## src/rtl/magnetron_pkg.sv

```systemverilog
// Shared constants for the magnetron cook sequencer: FSM encoding and default sizing.
// Latency and backpressure: not applicable, this file holds definitions only.
package magnetron_pkg;
   localparam int DEF_TW       = 8;
   localparam int DEF_TICK_DIV = 100;

   typedef enum logic [1:0] {
      ST_IDLE  = 2'd0,
      ST_READY = 2'd1,
      ST_COOK  = 2'd2,
      ST_PAUSE = 2'd3
   } state_t;
endpackage

```

## src/rtl/magnetron_seq_edge_det.sv

```systemverilog
// Rising-edge detector for a synchronous button level; the pulse is combinational from d and the previous sample.
// Latency: same cycle as the rising level. No backpressure. A level held through reset never produces a pulse.
module edge_det (
   input  logic clk,
   input  logic rst_n,
   input  logic d,
   output logic pulse
);
   logic r_prev;
   logic r_armed;

   // r_armed stays low for the first cycle after reset so a held button is absorbed rather than seen as a press.
   always_ff @(posedge clk or negedge rst_n) begin
      if (!rst_n) begin
         r_prev  <= 1'b0;
         r_armed <= 1'b0;
      end else begin
         r_prev  <= d;
         r_armed <= 1'b1;
      end
   end

   assign pulse = d & ~r_prev & r_armed;
endmodule

```

## src/rtl/magnetron_seq.sv

```systemverilog
// Cook sequencer ahead of latch_sr: one-cycle s/r pulses, cook-time countdown, door interlock.
// Latency: outputs registered, one cycle after the deciding edge. No backpressure; button edges act immediately.
import magnetron_pkg::*;

module magnetron_seq #(
   parameter int TW       = DEF_TW,
   parameter int TICK_DIV = DEF_TICK_DIV
) (
   input  logic          clk,
   input  logic          rst_n,
   input  logic          start,
   input  logic          stop,
   input  logic          clear,
   input  logic          door_closed,
   input  logic          load_en,
   input  logic [TW-1:0] load_val,
   output logic          s,
   output logic          r,
   output logic          done,
   output logic [TW-1:0] remaining,
   output logic [1:0]    state
);
   localparam int             PW      = $clog2(TICK_DIV);
   localparam logic [PW-1:0]  PS_LAST = PW'(TICK_DIV - 1);

   state_t        r_state;
   state_t        w_state_nxt;
   logic [TW-1:0] r_rem;
   logic [TW-1:0] w_rem_nxt;
   logic [PW-1:0] r_presc;
   logic [PW-1:0] w_presc_nxt;
   logic          r_s;
   logic          r_r;
   logic          r_done;
   logic          w_s_nxt;
   logic          w_r_nxt;
   logic          w_done_nxt;
   logic          w_start_e;
   logic          w_stop_e;
   logic          w_clear_e;
   logic          w_tick;

   edge_det u_start_ed (.clk(clk), .rst_n(rst_n), .d(start), .pulse(w_start_e));
   edge_det u_stop_ed  (.clk(clk), .rst_n(rst_n), .d(stop),  .pulse(w_stop_e));
   edge_det u_clear_ed (.clk(clk), .rst_n(rst_n), .d(clear), .pulse(w_clear_e));

   assign w_tick = (r_state == ST_COOK) && (r_presc == PS_LAST);

   always_ff @(posedge clk or negedge rst_n) begin
      if (!rst_n) begin
         r_state <= ST_IDLE;
      end else begin
         r_state <= w_state_nxt;
      end
   end

   always_ff @(posedge clk or negedge rst_n) begin
      if (!rst_n) begin
         r_rem   <= '0;
         r_presc <= '0;
         r_s     <= 1'b0;
         r_r     <= 1'b0;
         r_done  <= 1'b0;
      end else begin
         r_rem   <= w_rem_nxt;
         r_presc <= w_presc_nxt;
         r_s     <= w_s_nxt;
         r_r     <= w_r_nxt;
         r_done  <= w_done_nxt;
      end
   end

   always_comb begin
      w_state_nxt = r_state;
      w_rem_nxt   = r_rem;
      w_presc_nxt = r_presc;
      w_s_nxt     = 1'b0;
      w_r_nxt     = 1'b0;
      w_done_nxt  = 1'b0;

      case (r_state)
         ST_IDLE: begin
            if (load_en && (load_val != '0)) begin
               w_state_nxt = ST_READY;
               w_rem_nxt   = load_val;
            end
         end

         ST_READY: begin
            if (w_clear_e) begin
               w_state_nxt = ST_IDLE;
               w_rem_nxt   = '0;
            end else if (load_en) begin
               w_rem_nxt = load_val;
               if (load_val == '0) begin
                  w_state_nxt = ST_IDLE;
               end
            end else if (w_start_e && door_closed) begin
               w_state_nxt = ST_COOK;
               w_s_nxt     = 1'b1;
               w_presc_nxt = '0;
            end
         end

         ST_COOK: begin
            w_presc_nxt = w_tick ? '0 : r_presc + PW'(1);
            // Door interlock outranks every button; r is the only way the latch is released.
            if (!door_closed) begin
               w_state_nxt = ST_PAUSE;
               w_r_nxt     = 1'b1;
            end else if (w_clear_e) begin
               w_state_nxt = ST_IDLE;
               w_rem_nxt   = '0;
               w_r_nxt     = 1'b1;
            end else if (w_stop_e) begin
               w_state_nxt = ST_PAUSE;
               w_r_nxt     = 1'b1;
            end else if (w_tick && (r_rem == TW'(1))) begin
               w_state_nxt = ST_IDLE;
               w_rem_nxt   = '0;
               w_r_nxt     = 1'b1;
               w_done_nxt  = 1'b1;
            end else if (w_tick && (r_rem != '0)) begin
               w_rem_nxt = r_rem - TW'(1);
            end
         end

         ST_PAUSE: begin
            if (w_clear_e) begin
               w_state_nxt = ST_IDLE;
               w_rem_nxt   = '0;
            end else if (w_start_e && door_closed) begin
               w_state_nxt = ST_COOK;
               w_s_nxt     = 1'b1;
               w_presc_nxt = '0;
            end
         end

         default: begin
            w_state_nxt = ST_IDLE;
         end
      endcase
   end

   assign s         = r_s;
   assign r         = r_r;
   assign done      = r_done;
   assign remaining = r_rem;
   assign state     = r_state;
endmodule

```

## config.mk

```make
export PLATFORM = sky130hd
export DESIGN_NAME = magnetron_seq
export DESIGN_NICKNAME = d
export VERILOG_FILES = /design/src/rtl/magnetron_pkg.sv /design/src/rtl/magnetron_seq_edge_det.sv /design/src/rtl/magnetron_seq.sv
export SDC_FILE = /design/constraint.sdc
export NUM_CORES = 1
export LEC_CHECK = 0
export CAP_MARGIN = 10
export CORE_MARGIN = 2
export CORE_UTILIZATION = 25
export DETAILED_ROUTE_END_ITERATION = 8
export DONT_BUFFER_PORTS = 1
export SYNTH_ARGS = -nofsm -noshare
export SYNTH_HDL_FRONTEND = slang
export SYNTH_SLANG_ARGS = --single-unit
```

## constraint.sdc

```tcl
create_clock -name clk -period 3.3 [get_ports clk]
set_clock_uncertainty 0.15 [all_clocks]
set_input_delay 0.66 -clock clk [delete_from_list [all_inputs] [get_ports clk]]
set_output_delay 0.66 -clock clk [all_outputs]
set_load 0.03 [all_outputs]
```

==> results.sh, run 1 <==
export IMPL_power_total_mw=1.23
export IMPL_synth_nets=162
export IMPL_routed_wirelength_um=3390
export IMPL_die_y_um=79.2
export IMPL_io_pins=28
export IMPL_grt_usage_pct=11.7
export IMPL_grt_max_degree=25
export IMPL_synth_top_area_cell="dfrtp_1"
export IMPL_setup_tns_final_ps=0
export IMPL_cts_root_buf="clkbuf_8"
export IMPL_dp_cells=212
export IMPL_synth_cell_type_count=48
export IMPL_endpoint_kind="register"
export IMPL_syn_cell_area_mm2=0.00142
export IMPL_setup_viol=0
export IMPL_wl_per_cell_um=15.6
export IMPL_final_max_slew_viol_count=0
export IMPL_cts_hold_buf=1
export IMPL_powerDensity_mw_per_mm2=794
export IMPL_drtIter0Drc=39
export IMPL_syn_inst=144
export IMPL_drv_cap=0
export IMPL_post_drt_via_cell_ratio=5.26
export IMPL_ys_ff_latch=24
export IMPL_synth_area_leaders="dfrtp_1 (42%), o21ai_0 (4.2%), nor2_1 (3.2%)"
export IMPL_clockBufferDepth=2
export IMPL_cp_cell_sequence="inv_1 -> ha_1 -> or3b_2 -> nor4_4 -> or2_1 -> o211ai_1 -> o2bb2ai_1"
export IMPL_cts_setup_buffers=0
export IMPL_finish_utilization_pct=28.3
export IMPL_fmax_ghz=0.397
export IMPL_finalHoldViolCount=0
export IMPL_critPathRequiredTime_ps=3310
export IMPL_fin_crit_ps=2520
export IMPL_vias=1141
export IMPL_ys_flop_type="dfrtp_1"
export IMPL_clk_latency_ps=270
export IMPL_tightest_slew_ps=592
export IMPL_gp_congestion=0.809
export IMPL_grt_pass1_vias=1147
export IMPL_clk_pin_slew_ps=90
export IMPL_max_slew_margin_pct=60.5
export IMPL_rsz0062_at_grt="no"
export IMPL_die_w_um=79.2
export IMPL_clock_sinks=24
export IMPL_drc=0
export IMPL_largest_reg_flops=8
export IMPL_cp_slowest_cell="dfrtp_1"
export IMPL_synthArstFlopShare_pct=100
export IMPL_critical_path_arrival_ps=2530
export IMPL_cts_resized=0
export IMPL_ant_nets=0
export IMPL_portBuffers=0
export IMPL_critPathLaunchType="register"
export IMPL_hp_class="input pin to asynchronous set/reset pin"
export IMPL_final_cells=217
export IMPL_yosysSeqAreaShare_pct=42.4
export IMPL_antennaDiodeCount=0
export IMPL_cpLargestDelayFamily="simple AND/OR/NAND/NOR gates"
export IMPL_peakVddDrop_v=0.000267
export IMPL_layout_nets=164
export IMPL_synth_warnings=0
export IMPL_die_area_mm2=0.00628
export IMPL_synth_edf_count=0
export IMPL_status="finished, final reports clean"
export IMPL_cp_num_buf_inv=1
export IMPL_start_util_pct=25.9
export IMPL_cpPeakStageDelay_ps=520
export IMPL_area_growth_pct=9.46
export IMPL_postSynthAreaPerCell_um2=9.83
export IMPL_hpwl_um=2530
export IMPL_synth_top_area_share_pct=42.4
export IMPL_finalCritPeriodShare_pct=76.3
export IMPL_nFillCells=583
export IMPL_antenna_found_initial=0
export IMPL_grt_remaining_overflow=0
export IMPL_coreArea_mm2=0.00547
export IMPL_drt_pass1_iter_count=4
export IMPL_grt_pass1_wl_um=5810
export IMPL_cts_tree="done"
export IMPL_drive_above_1_share_pct=8.28
export IMPL_worst_path_max_fanout=8
export IMPL_path_class="register to register"
export IMPL_htree_levels=1
export IMPL_cts_made_buffers=3
export IMPL_rows=27
export IMPL_leakage_nw=0.649
==> cell usage in the layout (no fill, tap or decap), drive strengths merged, types with 2 or more instances in the layout <==
cell type  instances
nand2              8
dfrtp             24
o21ai             14
nand3              2
nand4b             2
nand2b             3
nor3               6
o31ai              2
and3               2
or3b               2
clkbuf             4
nor2              12
or4                2
a22oi              3
o2bb2ai            5
nor4               5
o211ai             5
ha                 3
and4b              2
inv                8
a21oi              3
o22ai              2
a32oi              3
a21boi             3
mux2i              2
nand3b             2
==> layout make-up <==
class / count / area (um^2) / area share (%)
multi-input combinational: 108 / 753 / 48.6
sequential: 24 / 601 / 38.8
tap: 72 / 90.1 / 5.82
clock buffer: 4 / 55.1 / 3.55
inverter: 8 / 30.0 / 1.94
timing repair buffer: 1 / 20.0 / 1.29
==> path summary, 6_finish.rpt <==
| check | start | to | slack (ps) | cells after the start |
|---|---|---|---|---|
| setup / recovery | remaining[1] | remaining[6] | 780 | 7 |
| hold / removal | rst_n | remaining[1] | 30 | 1 |
| setup reg to reg | remaining[1] | remaining[6] | 780 | 7 |
| hold reg to reg | r_presc[1] | r_presc[1] | 370 | 1 |
| max in group asynchronous | rst_n | r | 2810 | 1 |
| min in group clk | start | u_start_ed.r_prev | 260 | 0 |
==> cells by family (layout without fill, tap and decap cells) <==
group | after synthesis | after routing | share of synthesized area (%)
AOI/OAI and AO/OA | 49 | 49 | 25.6
adders and majority gates | 3 | 3 | 2.65
buffers and inverters | 12 | 13 | 4.33
DFF | 24 | 24 | 42.4
muxes | 2 | 2 | 1.41
other | 1 | 1 | 0.265
and+or+nand+nor | 53 | 53 | 23.3
==> cell usage after synthesis, types with 2 or more instances <==
cell type / n
a21boi_0: 3
a21oi_1: 3
a22oi_1: 3
a32oi_1: 3
and3_1: 2
and4b_1: 2
buf_6: 2
dfrtp_1: 24
ha_1: 3
inv_1: 8
mux2i_1: 2
nand2_1: 7
nand2b_1: 3
nand3_1: 2
nand3b_1: 2
nand4b_1: 2
nor2_1: 12
nor3_1: 5
nor4_1: 4
o211ai_1: 5
o21ai_0: 12
o21ai_1: 2
o22ai_1: 2
o2bb2ai_1: 5
o31ai_1: 2
or3b_2: 2
==> where the power goes <==
part,internal [mW],switching (mW),total (mW)
sequential,0.365,0.232,0.597
combinational,0.182,0.243,0.425
clock,0.107,0.100,0.207
==> layer usage <==
| metal | vias up | track usage, % | share of wire, % |
|---|---|---|---|
| li1 | 557 | - | - |
| met1 | 547 | 15.1 | 47 |
| met2 | 35 | 18.5 | 44 |
| met3 | 2 | 4.66 | 8.0 |
| met4 | 0 | 2.41 | 0.50 |
| met5 | - | 0 | 0 |
==> stage by stage <==
stage | instance area [um^2] | hold slack, ps | setup slack, ps
after global routing | 1550 | 42.0 | 640
final | 1550 | 34.6 | 782
after floorplan | 1420 | 214 | 1080
after global placement | 1470 | 215 | 814
after detailed placement | 1470 | 215 | 779
after CTS | 1550 | 40.8 | 766
No activity file was read; power rests on OpenSTA's default activity.
==> run 2: changes to the inputs <==
==> constraint.sdc (replaced) <==
create_clock -name clk -period 2.2 [get_ports clk]
set_clock_uncertainty 0.15 [all_clocks]
set_input_delay 0.44 -clock clk [delete_from_list [all_inputs] [get_ports clk]]
set_output_delay 0.44 -clock clk [all_outputs]
set_load 0.03 [all_outputs]
==> run 2 against run 1 <==
Compared with the run above:
- critical path depth unchanged
- clock power up 48%
- power up 74%
- sequential power up 8.7%
- utilization up 4.1 points
- fmax up 19%
- largest cell class unchanged
- highest routed layer unchanged
==> results.sh, run 2 (same netlist as run 1, synthesis figures left out) <==
export IMPL_status="finished, final reports clean"
export IMPL_layout_commonest_cell="dfrtp_1"
export IMPL_grt_remaining_overflow=0
export IMPL_clockBufferDepth=2
export IMPL_clock_sinks=24
export IMPL_htree_levels=1
export IMPL_antennaDiodeCount=0
export IMPL_rows=27
export IMPL_drtIter0Drc=64
export IMPL_grt_pass1_wl_um=6260
export IMPL_cts_tree="done"
export IMPL_clk_pin_slew_ps=90
export IMPL_grt_max_degree=25
export IMPL_cts_root_buf="clkbuf_8"
export IMPL_whs_ps=45.9
export IMPL_cp_slowest_cell="dfrtp_1"
export IMPL_die_area_mm2=0.00628
export IMPL_rsz0062_at_grt="yes"
export IMPL_drt_pass1_iter_count=4
export IMPL_regArea_um2=602
export IMPL_max_slew_margin_pct=64.1
export IMPL_powerDensity_mw_per_mm2=1200
export IMPL_finalHoldViolCount=0
export IMPL_setup_viol=0
export IMPL_largest_reg_flops=8
export IMPL_cp_cell_sequence="buf_4 -> ha_1 -> or3b_4 -> nor4_4 -> nor2_2 -> a32oi_1 -> o22ai_2"
export IMPL_hp_class="input pin to register"
export IMPL_wl_per_cell_um=15.4
export IMPL_finalCritPeriodShare_pct=96.2
export IMPL_critPathRequiredTime_ps=2210
export IMPL_path_class="register to register"
export IMPL_layout_common_cells="dfrtp_1 (23), buf_4 (22), o21ai_0 (12), nor2_1 (11)"
export IMPL_critical_path_arrival_ps=2130
export IMPL_critPathLaunchType="register"
export IMPL_cpLargestDelayFamily="simple AND/OR/NAND/NOR gates"
export IMPL_post_place_ws_ps=3.67
export IMPL_ant_nets=0
export IMPL_layout_nets=188
export IMPL_die_w_um=79.2
export IMPL_vias=1244
export IMPL_grt_usage_pct=12.6
export IMPL_power_total_mw=2.14
export IMPL_tightest_slew_ps=535
export IMPL_peakVddDrop_v=0.000549
export IMPL_gp_congestion=0.815
export IMPL_die_y_um=79.2
export IMPL_fin_crit_ps=2120
export IMPL_drive_above_1_share_pct=24.3
export IMPL_leakage_nw=0.779
export IMPL_coreArea_mm2=0.00547
export IMPL_clk_latency_ps=270
export IMPL_routed_wirelength_um=3710
export IMPL_multiInputGateArea_um2=783
export IMPL_drv_cap=0
export IMPL_endpoint_kind="register"
export IMPL_worst_path_max_fanout=5
export IMPL_portBuffers=0
export IMPL_layout_setup_ws_ps=82.9
export IMPL_fmax_ghz=0.472
export IMPL_post_drt_via_cell_ratio=5.16
export IMPL_start_util_pct=25.9
export IMPL_antenna_found_initial=0
export IMPL_finish_utilization_pct=32.4
export IMPL_hpwl_um=2740
export IMPL_final_max_slew_viol_count=0
export IMPL_nFillCells=579
export IMPL_grt_pass1_vias=1211
export IMPL_cpPeakStageDelay_ps=390
export IMPL_cp_num_buf_inv=1
export IMPL_cts_made_buffers=3
export IMPL_io_pins=28
export IMPL_drc=0
export IMPL_area_growth_pct=25.5
==> run 2: worst reg2reg max path, delay by kind of cell, from the launching register on <==
kind	cells	cell delay [ps]
simple gates	3	840
flops	1	390
compound gates	2	350
fa+ha+maj	1	140
buf+inv	1	120
==> run 2: area by class of cell <==
cell class | instances | share of cell area, %
Clock buffer | 4 | 3.10
Inverter | 8 | 1.69
Multi-Input combinational cell | 108 | 44.1
Sequential cell | 24 | 33.9
Tap cell | 72 | 5.07
Timing Repair Buffer | 25 | 12.1
==> run 2: worst paths after layout <==
kind	slack, ps	endpoint	from	depth (start not counted)
worst max-delay path	80	remaining[2]	remaining[0]	7
worst min-delay path	50	u_start_ed.r_prev	start	0
worst max register to register	80	remaining[2]	remaining[0]	7
worst min register to register	380	r_presc[0]	r_presc[0]	1
max in group asynchronous	1290	remaining[1]	rst_n	2
min in group asynchronous	430	remaining[2]	rst_n	2
==> run 2: routing by layer <==
metal | global-route usage (%) | up-vias | part of all wire [%]
met4 | 1.72 | 0 | 0.27
met3 | 4.32 | 2 | 7.3
li1 | - | 607 | -
met2 | 18.3 | 31 | 45
met1 | 18.5 | 604 | 48
met5 | 0 | - | 0
==> run 2: through the flow <==
| step | cell area, um^2 | std cells | TNS [ps] |
|---|---|---|---|
| floorplan | 1420 | 144 | 0 |
| global placement | 1650 | 233 | 0 |
| detailed placement | 1650 | 233 | 0 |
| CTS | 1740 | 239 | 0 |
| global route | 1780 | 241 | -114 |
| finish | 1780 | 241 | 0 |
==> run 2: repair_timing <==
item,CTS,global route
resized for setup,1,8
setup buffers,0,2
hold endpoints to repair,24,0
hold buffers,2,0
setup endpoints to repair,1,9
pin swaps,0,5
==> run 2: power breakdown <==
part | switching [mW] | total [mW] | internal [mW]
logic | 0.693 | 1.18 | 0.488
registers | 0.0957 | 0.649 | 0.553
clock network | 0.147 | 0.307 | 0.160
total | 0.935 | 2.14 | 1.20
==> run 3: changes to the inputs <==
--- a/config.mk
+++ b/config.mk
@@ -5,7 +5,7 @@
 export SDC_FILE = /design/constraint.sdc
 export NUM_CORES = 1
 export LEC_CHECK = 0
-export CAP_MARGIN = 10
+export CAP_MARGIN = 20
 export CORE_MARGIN = 2
 export CORE_UTILIZATION = 25
 export DETAILED_ROUTE_END_ITERATION = 8
==> results of run 3 <==
Same layout as run 2: the final DEF is identical, and so are final timing and power.
==> RTL change (config.mk and constraints of run 3) <==
The output `r` loses its register stage (`r_r` becomes a continuous assignment).
--- a/src/rtl/magnetron_seq.sv
+++ b/src/rtl/magnetron_seq.sv
@@ -60,5 +60,4 @@
          r_presc <= '0;
          r_s     <= 1'b0;
-         r_r     <= 1'b0;
          r_done  <= 1'b0;
       end else begin
@@ -66,8 +65,9 @@
          r_presc <= w_presc_nxt;
          r_s     <= w_s_nxt;
-         r_r     <= w_r_nxt;
          r_done  <= w_done_nxt;
       end
    end
+
+   assign r_r = w_r_nxt;
 
    always_comb begin
Behaviour: not the same (Yosys sat finds a counterexample within 4 cycles, from zero or initial values and one cycle with rst_n low).
==> RTL change against run 3 <==
- non-clock buffer count grew 7
- setup slack lost 72 ps
- power shrank 6.6%
- final area rose by 3.5%
- wire length fell by 4.6%
- area after synthesis is 4.2% lower
- critical path type is now flip-flop to primary output
- sequential cell count decreased by 1
- global-route usage down 0.89 points
==> RTL change: results (changes against run 3) <==
Worst hold path
  – Min-delay src: clear

Global route
  – First-pass GRT wire length: 5.75 mm (-8.1%)
  – Largest net degree at the start of global routing: 24 (-4.0%)
  – All-layer global routing usage: 0.117 (-0.00886)
  – Number of global-route vias before repair: 1240 (+2.4%)

Placed design
  – PortBufs: 0 (unchanged)
  – Post-DP HPWL: 2.61 mm (-5.0%)
  – GPL Wtd Cong: 0.820 (+0.61%)

Setup path
  – Critical path launch point: remaining[1]
  – Worst Path Max Fanout: 3 (-2)
  – Slowest CP cell: dfrtp_1
  – Arrival @ worst endpoint: 1600 ps (-530 ps)

Routing
  – Detailed Route WL: 3.54 mm (-4.6%)
  – 1st-iter DRT viols: 59 (-7.8%)
  – DR pass1 iterations: 4 (unchanged)

Layout
  – Most common cell after layout, fill and taps aside: buf_4
  – Layout cells sized above 1: 0.263 (+0.0206)
  – # nets final: 209 (+11%)

Synthesis
  – Syn nets: 176 (+8.6%)
  – Post-synthesis sequential area ratio: 0.425 (about the same)
  – Library cells used by synthesis: 42 (-13%)
  – Most common library cells after synthesis: dfrtp_1, nor2_1, o21ai_0, nand2_1, a21oi_1
  – Area contributors post-synth: dfrtp_1, o21ai_0, nor2_1, a21oi_1, nand2_1

Power
  – VDD IR-drop max: 0.446 mV (-19%)
  – Static Leak: 0.774 nW (-0.63%)

Clock network
  – TritonCTS Buffers: 3 (unchanged)

Outcome
  – Outcome: finished clean
RTL change: layer usage:
metal	part of all wire	global-route usage	routed length, um	vias up
met5	0	0	0	-
li1	-	-	-	643
met2	0.47	0.184	1660	29
met3	0.043	0.0233	151	8
met4	0.012	0.0339	43	0
met1	0.48	0.164	1690	597
RTL change: worst max-delay path, delay by kind of cell (launching register included):
| family | cells | cell delay [ps] |
|---|---|---|
| simple gates | 2 | 400 |
| buf+inv | 1 | 90 |
| flops | 1 | 390 |
| fa+ha+maj | 1 | 130 |
| compound gates | 1 | 300 |
RTL change: cells by family (layout without fill, tap and decap cells):
family	count (synthesis)	count (layout)	share of synthesized area
other	1	1	0.00277
buffers and inverters	9	41	0.0342
flip-flops	23	23	0.425
AND/OR/NAND/NOR	73	73	0.295
adder cells (fa/ha/maj)	3	3	0.0277
AO/OA/AOI/OAI	49	49	0.215
RTL change: layout make-up:
type                            count  area (sq um)
Tap cell                           70          87.6
Sequential cell                    23           577
Timing Repair Buffer               32           305
Fill cell                         528          3330
Inverter                            5          18.8
Clock buffer                        3          41.3
Multi-Input combinational cell    126           803
Clock inverter                      1          5.00
RTL change: through the flow:
step                cells  hold WS, ps  instance area, sq um  setup WS, ps  utilization
floorplan             158        -5.59                  1370          16.1            -
global placement      249        -4.74                  1640          73.1        0.317
detailed placement    249        -4.77                  1640          59.7        0.317
CTS                   256         35.1                  1730         -62.2        0.334
global route          260         27.9                  1840         -50.5        0.355
finish                260         42.7                  1840          11.2        0.355
RTL change: path summary, 6_finish.rpt:
path,endpoint,slack (ps),cells after the start
min in group asynchronous,r_presc[4],330,1
worst max-delay path,r,10,5
max in group asynchronous,remaining[0],1180,2
worst max register to register,remaining[2],120,8
worst min register to register,r_presc[5],390,1
worst min-delay path,u_clear_ed.r_prev,40,0
RTL change: report_power, final:
part / total (mW) / switching (mW) / internal [mW]
clock network: 0.269 / 0.143 / 0.127
registers: 0.662 / 0.134 / 0.528
logic: 1.06 / 0.592 / 0.471
RTL change: what timing repair did:
item / 4_1_cts / 5_1_grt
pin swaps: 3 / 3
gates resized for setup: 4 / 8
hold buffers: 1 / 0
endpoints found under the setup margin: 1 / 7
hold endpoints to repair: 23 / 0
setup buffers: 2 / 2
cloned: 0 / 1
